<file path="config.mk">
export PLATFORM = sky130hd
export DESIGN_NAME = imm_extend_pipe
export DESIGN_NICKNAME = d
export VERILOG_FILES = /design/src/rtl/imm_extend_pipe.sv
export SDC_FILE = /design/constraint.sdc
export NUM_CORES = 1
export LEC_CHECK = 0
export CORE_MARGIN = 3
export CORE_UTILIZATION = 29
export DETAILED_ROUTE_END_ITERATION = 7
export MAX_ROUTING_LAYER = met4
export REMOVE_ABC_BUFFERS = 1
export SYNTH_ARGS = -nofsm -noshare
export SYNTH_HDL_FRONTEND = slang
export SYNTH_SLANG_ARGS = --single-unit
export TNS_END_PERCENT = 5
</file>
<file path="constraint.sdc">
create_clock -name clk -period 1.9 [get_ports clk]
set_input_delay 0.38 -clock clk [delete_from_list [all_inputs] [get_ports clk]]
set_output_delay 0.38 -clock clk [all_outputs]
set_load 0.01 [all_outputs]
</file>
<file path="src/rtl/imm_extend_pipe.sv">
// imm_extend_pipe: pipelined immediate generator for the decode stage.
// A beat is extended at accept time, then held in an output register (OR)
// backed by a one-entry skid register (SK). The registered in_ready signal
// means a stall from execute never reaches the producer combinationally.
// Optional build macro: IMM_ZIMM_EN. When it is defined, ImmSrc=101 selects
// the CSR zimm format. When it is not defined, 101 is treated as illegal.
module imm_extend_pipe #(
  parameter int XLEN  = 32,
  parameter int TAG_W = 5
) (
  input  logic             clk,
  input  logic             rst_n,
  input  logic             flush,
  input  logic             in_valid,
  output logic             in_ready,
  input  logic [24:0]      Imm,
  input  logic [2:0]       ImmSrc,
  input  logic [TAG_W-1:0] in_tag,
  output logic             out_valid,
  input  logic             out_ready,
  output logic [XLEN-1:0]  Imm_Ext,
  output logic [TAG_W-1:0] out_tag,
  output logic             illegal
);

  // One pipeline entry: the extended immediate, its tag and its illegal flag.
  typedef struct packed {
    logic [XLEN-1:0]  data;
    logic [TAG_W-1:0] tag;
    logic             ill;
  } beat_t;

  // Returns {illegal, immediate}. Imm[24] is instr[31], so it is the sign bit
  // for every signed format.
  function automatic logic [XLEN:0] extend_imm(input logic [24:0] imm,
                                               input logic [2:0]  src);
    logic [XLEN:0] res;
    logic          s;
    s = imm[24];
    case (src)
      3'b000:  res = {1'b0, {(XLEN-12){s}}, imm[24:13]};
      3'b001:  res = {1'b0, {(XLEN-12){s}}, imm[24:18], imm[4:0]};
      3'b010:  res = {1'b0, {(XLEN-12){s}}, imm[0], imm[23:18], imm[4:1], 1'b0};
      // imm[24] is bit 31 of the result, replicated above it on wide XLEN.
      3'b011:  res = {1'b0, {(XLEN-31){s}}, imm[23:5], 12'h000};
      3'b100:  res = {1'b0, {(XLEN-20){s}}, imm[12:5], imm[13], imm[23:14], 1'b0};
`ifdef IMM_ZIMM_EN
      3'b101:  res = {1'b0, {(XLEN-5){1'b0}}, imm[12:8]};
`else
      3'b101:  res = {1'b1, {XLEN{1'b0}}};
`endif
      default: res = {1'b1, {XLEN{1'b0}}};
    endcase
    return res;
  endfunction

  beat_t         or_beat_r;
  beat_t         sk_beat_r;
  logic          or_valid_r;
  logic          sk_valid_r;
  logic          in_ready_r;

  beat_t         new_beat_s;
  beat_t         or_beat_nxt_s;
  beat_t         sk_beat_nxt_s;
  logic          or_valid_nxt_s;
  logic          sk_valid_nxt_s;
  logic          accept_s;
  logic          or_load_s;
  logic [XLEN:0] ext_s;

  // Extend the incoming beat and decide whether the output register may load.
  always_comb begin
    ext_s           = extend_imm(Imm, ImmSrc);
    new_beat_s.data = ext_s[XLEN-1:0];
    new_beat_s.tag  = in_tag;
    new_beat_s.ill  = ext_s[XLEN];
    accept_s        = in_valid & in_ready_r;
    or_load_s       = ~or_valid_r | out_ready;
  end

  // Next-state steering between OR and SK. SK drains first to keep FIFO order.
  always_comb begin
    or_valid_nxt_s = or_valid_r;
    sk_valid_nxt_s = sk_valid_r;
    or_beat_nxt_s  = or_beat_r;
    sk_beat_nxt_s  = sk_beat_r;
    if (or_load_s) begin
      if (sk_valid_r) begin
        or_valid_nxt_s = 1'b1;
        or_beat_nxt_s  = sk_beat_r;
        sk_valid_nxt_s = accept_s;
        if (accept_s) begin
          sk_beat_nxt_s = new_beat_s;
        end else begin
          sk_beat_nxt_s = sk_beat_r;
        end
      end else begin
        or_valid_nxt_s = accept_s;
        sk_valid_nxt_s = 1'b0;
        if (accept_s) begin
          or_beat_nxt_s = new_beat_s;
        end else begin
          or_beat_nxt_s = or_beat_r;
        end
      end
    end else begin
      // OR is holding a stalled beat; an accepted beat parks in SK.
      if (accept_s) begin
        sk_valid_nxt_s = 1'b1;
        sk_beat_nxt_s  = new_beat_s;
      end else begin
        sk_valid_nxt_s = sk_valid_r;
      end
    end
  end

  // Pipeline state register: reset clears everything, flush kills valid bits only.
  always_ff @(posedge clk) begin
    if (!rst_n) begin
      or_valid_r <= 1'b0;
      sk_valid_r <= 1'b0;
      in_ready_r <= 1'b1;
      or_beat_r  <= '0;
      sk_beat_r  <= '0;
    end else if (flush) begin
      or_valid_r <= 1'b0;
      sk_valid_r <= 1'b0;
      in_ready_r <= 1'b1;
    end else begin
      or_valid_r <= or_valid_nxt_s;
      sk_valid_r <= sk_valid_nxt_s;
      in_ready_r <= ~sk_valid_nxt_s;
      or_beat_r  <= or_beat_nxt_s;
      sk_beat_r  <= sk_beat_nxt_s;
    end
  end

  assign in_ready  = in_ready_r;
  assign out_valid = or_valid_r;
  assign Imm_Ext   = or_beat_r.data;
  assign out_tag   = or_beat_r.tag;
  assign illegal   = or_beat_r.ill;

endmodule

</file>
---- After elaboration in Yosys (flattened, before gate mapping) ----
Index checks and enable logic that the tools add are counted.
operators by class
  reduce and logical (&&, ||, !) cells .... 5
  bitwise operators ....................... 6
  multipliers ............................. 0
  eq/ne operators ......................... 5
  $add $sub $neg .......................... 0
  magnitude comparators ................... 0
  muxes and demuxes ....................... 10
  shift operators ......................... 0
  div/mod/pow operators ................... 0
operators by type and width
  cell                                                                   number
  38-bit 2-to-1 mux                                                      5
  33-bit one-hot mux with 5 select lines                                 1
  3-bit by 2-bit equality test with 1-bit output, second input constant  2
  1-bit 2-to-1 mux                                                       4
  1-bit inverter                                                         4
  3-bit by 1-bit equality test with 1-bit output, second input constant  1
  3-bit equality test, second input constant                             1
  3-bit logical NOT                                                      1
  3-bit AND reduction                                                    1
  2-bit inequality test, second input constant                           1
  2-bit AND reduction                                                    1
  2-bit nonzero test                                                     1
  2-bit OR reduction                                                     1
  1-bit bitwise AND                                                      1
  1-bit OR                                                               1
storage, ports and cells
  output and inout bits ................... 40
  memories ................................ 0
  bits in registers ....................... 79
  latch bits .............................. 0
  RAM bits ................................ 0
  bits in read-only memories .............. 0
  input port bits ......................... 38

---- Depth between registers and ports, before layout ----
Gate-level depths: netlist of the first run.
  word-level depth ........................ 5
  gate-level depth with buffers ........... 7
  mapped depth without buffers ............ 4

---- Worst setup path before layout of the first run ----
Ideal clock, no wire load.
  kind .................................... in2reg
  start point ............................. input out_ready
  end point ............................... register sk_beat_r[6] (netlist name)
  path slack .............................. 0.453 ns
  arrival time ............................ 1.377 ns
  data required time ...................... 1.830 ns
  cell stages on the path ................. 4
  buffers on the path ..................... 0
  cell sequence ........................... nand2b_4 > a211o_1 > or4_1 > a21boi_1
on the way
  word-level cells in the longest chain between the ends .. 3
  elaborated cells between the ends (all ways) .. 4
  classes of those cells .................. eq/ne (1); mux (1); bitwise (1); reduce/logical (1)
ends and longest elaborated chain
  element                                 line  text
  from (decl)                             20    input logic out_ready,
  1-bit OR (*)                            79    or_load_s = ~or_valid_r | out_ready;
  2-bit inequality test (no source line)  -
  2-bit AND reduction (no source line)    -
  to (signal assigned)                    135   sk_beat_r <= sk_beat_nxt_s;
  to (decl)                               58    beat_t sk_beat_r;
Every way passes the cells marked *; elsewhere a longest branch is shown, timed or not.
A chain may end at the register's enable or synchronous reset.

---- Worst setup path after layout of the first run ----
  start point ............................. input ImmSrc[2]
  end point ............................... register or_beat_r (netlist bit Imm_Ext[18])
on the way
  word-level cells in the longest chain between the ends .. 4
  elaborated cells between the ends (all ways) .. 8
  classes of those cells .................. eq/ne (4); mux (3); reduce/logical (1)
ends and longest elaborated chain
  element                                      line  text
  from (decl)                                  17    input logic [2:0] ImmSrc,
  3-bit equality test (tied with other cells)  40    case (src)
  33-bit one-hot mux with 5 select lines (*)   40
  38-bit 2-to-1 mux (*)                        101   if (accept_s) begin
  38-bit 2-to-1 mux (*)                        89    if (sk_valid_r) begin
  to (signal assigned)                         134   or_beat_r <= or_beat_nxt_s;
  to (decl)                                    57    beat_t or_beat_r;
Every way passes the cells marked *; elsewhere a longest branch is shown, timed or not. The select of a mux whose other input is x is not followed.

==> impl_metrics.csv, run 1 <==
group,metric,value,unit
place,detailed_place_hpwl,7050,um
floorplanning,die_h,117,um
clocking,cts_inserted_buffers,9,
clocking,post_cts_resized,0,
worst_setup_path,crit-reg2reg-capture,"Imm_Ext[22]",
synthesis,synth_area_leaders,"dfxtp_1 (44%), nand2_1 (7.4%), a21oi_1 (6.1%)",
timing,worstMarginPinSlew,0.575,ns
synthesis,yosys.area.top_type,"dfxtp_1",
global_routing,antenna_found_initial,0,
timing,max_freq,572,MHz
synthesis,ys_types,40,
finish,final_nets,549,
power,power_density,836,nW/um^2
global_routing,grt_remaining_overflow,0,
timing,post-route-period-util,92.1,%
timing,setup_viol,0,
power,fin_total_pwr,4.18,mW
clocking,post-cts-setup-buffers,0,
synthesis,synth_area,3580,um^2
route,wl_per_cell,15.2,um
clocking,cts_tree,"built",
timing,worst_slack,0.151,ns
min_path,hp-class,"reg2reg",
clocking,htreeDepth,3,
worst_setup_path,end_kind,"register",
finish,area_growth,39.6,%
clocking,cts.sinks,79,
route,antenna_left,0,
synthesis,yosys_warnings,0,
floorplanning,num_io_pins,78,
worst_setup_path,crit_arrival,1.99,ns
clocking,path_clk_slew,0.06,ns
route,drt_first_pass_iters,4,
synthesis,yosysSeqAreaShare,44.1,%
timing,rsz0062_at_grt,"false",
global_routing,grt_pass1_wl,16500,um
global_routing,grt_pass1_vias,3266,
clocking,postCtsHoldBufs,0,
floorplanning,dieArea,13700,um^2
floorplanning,initial_core_util,30.5,%
global_routing,grt_usage,15.6,%
timing,hold_viol,0,
min_path,hold_end,"sk_beat_r[5]",
synthesis,ys_seq_elements,79,
synthesis,synth_top_area_share,44.1,%
worst_setup_path,rrSetupSlack,0.38,ns
timing,clock-skew-final,0.00995,ns
worst_setup_path,worst-path-max-fanout,8,
finish,diodes,0,
power,irDropWorstVdd,337,uV
timing,fin_crit,1.75,ns
clocking,cts_root_buffer,"clkbuf_16",
route,drc_errors,0,
timing,tns,0,ns
route,drt-initial-drc-count,211,
floorplanning,core-area,11800,um^2
worst_setup_path,r2r_cells,5,
clocking,clk_path_buf_depth,2,
clocking,clock_latency,0.34,ns
worst_setup_path,required,2.14,ns
place,port_buffers,77,
floorplanning,die_x,117,um
timing,slew_headroom,61.5,%
route,wirelength,10300,um
worst_setup_path,reg2reg_from,"in_ready",
synthesis,syn_avg_cell_area,8.24,um^2
job,drv_cap,0,
worst_setup_path,start_kind,"input port",
floorplanning,rows,39,
place,routabilityCongestion,0.802,
min_path,hold_start,"sk_beat_r[5]",
finish,drive_gt1_share,12.4,%
global_routing,grt_max_degree,48,
timing,slew_violations,0,
route,vias,3442,
min_path,hold_depth,2,
status,status,"completed",
route,viasPerCell,5.06,
power,p_leak,1.79,nW
place,place_ws,-0.165,ns
worst_setup_path,worstSetupPathType,"in2reg",
synthesis,syn_inst,435,
-- layer usage --
layer  track usage (%)  vias to the layer above  wire (um)
met2              23.9                       79       4880
li1                  -                     1737          -
met5                 -                        -          0
met4              4.66                        0        106
met3              3.60                       13        494
met1              20.6                     1613       4860
-- cells by family after synthesis --
logic type / share of synthesized area, %
buf+inv: 6.08
compound gates: 29.3
mux: 3.56
fa+ha+maj: 0.279
flops: 44.1
simple gates: 16.7
-- worst max path at each step --
stage,from,to,slack (ns),depth (start not counted)
after floorplan,sk_valid_r,Imm_Ext[4],-4.68,4
after global routing,ImmSrc[2],Imm_Ext[18],0.02,6
final,ImmSrc[2],Imm_Ext[18],0.15,6
after detailed placement,ImmSrc[2],Imm_Ext[17],-0.16,6
after CTS,ImmSrc[2],Imm_Ext[18],0.16,6
after global placement,ImmSrc[2],Imm_Ext[16],-0.15,6
-- critical path, stage by stage --
cell,delay [ns]
clkdlybuf4s50_1,0.47
buf_4,0.18
nor2b_1,0.46
a31oi_1,0.15
o21a_1,0.15
o221ai_1,0.20
-- registers in the layout, summed over array words and instances, names as in the netlist --
register	count
sk_beat_r	38
Imm_Ext	32
out_tag	5
illegal	1
in_ready	1
out_valid	1
sk_valid_r	1
-- metrics by stage --
step,utilization (%),cell area [um^2],std cells,hold slack (ns)
after floorplan,-,3390,390,0.435
after global placement,39.7,4670,664,0.445
after detailed placement,39.7,4670,664,0.457
after CTS,42.5,5000,680,0.465
after global routing,42.5,5000,680,0.482
final,42.5,5000,680,0.467
-- final cells by class --
type	instances	area, um^2
clock buffer	9	225
clock inverter	7	103
fill	1140	6760
inverter	6	22.5
multi-input combinational	305	1800
sequential	79	1580
tap	164	205
timing repair buffer	110	1070
-- layout by cell type, fill, tap and decap left out, drive strengths merged, types with 2 or more instances in the layout --
cell	netlist	layout
clkdlybuf4s50	0	76
o211a	5	5
o21a	9	9
a21oi	44	44
mux2	6	6
o21ai	36	36
nand3	11	11
nor3b	6	6
bufinv	0	2
a31oi	10	10
o22ai	17	17
nand2	71	71
nor2b	3	3
o221ai	13	13
a21boi	7	7
inv	6	9
clkbuf	24	9
mux2i	6	6
nand2b	7	7
and3	2	2
a211oi	12	12
o211ai	11	11
buf	21	34
dfxtp	79	79
nand4	13	13
nor2	9	9
-- cell usage after synthesis (all sizes together) --
cell type and instances:
buf 21, o211a 5, nand2 71, nor3b 6, nand4 13, a211o 1, or4 1, and2 1
dfxtp 79, nor4 1, a31oi 10, a21oi 44, o21a 9, nor2b 3, o31a 1, maj3 1
o22ai 17, or2 1, mux2i 6, and3 2, o221ai 13, a21boi 7, o21ai 36, a211oi 12
nor2 9, nand2b 7, nand3 11, inv 6, mux2 6, o211ai 11, clkbuf 24
-- report_power, final --
part           switching [mW]  total, mW  internal (mW)  leakage, nW
sequential             0.0272       1.73           1.71        0.641
clock                   0.748       1.92           1.17        0.157
combinational           0.261      0.531          0.270        0.988
total                    1.04       4.18           3.14         1.79
(Power assumes the default switching activity.)
==> inputs of run 2 (changes only) <==
--- a/config.mk
+++ b/config.mk
@@ -5,6 +5,7 @@
 export SDC_FILE = /design/constraint.sdc
 export NUM_CORES = 1
 export LEC_CHECK = 0
+export CAP_MARGIN = 0
 export CORE_MARGIN = 3
 export CORE_UTILIZATION = 29
 export DETAILED_ROUTE_END_ITERATION = 7
==> results of run 2 <==
The final DEF is identical to that of run 1; final timing and power are the same.
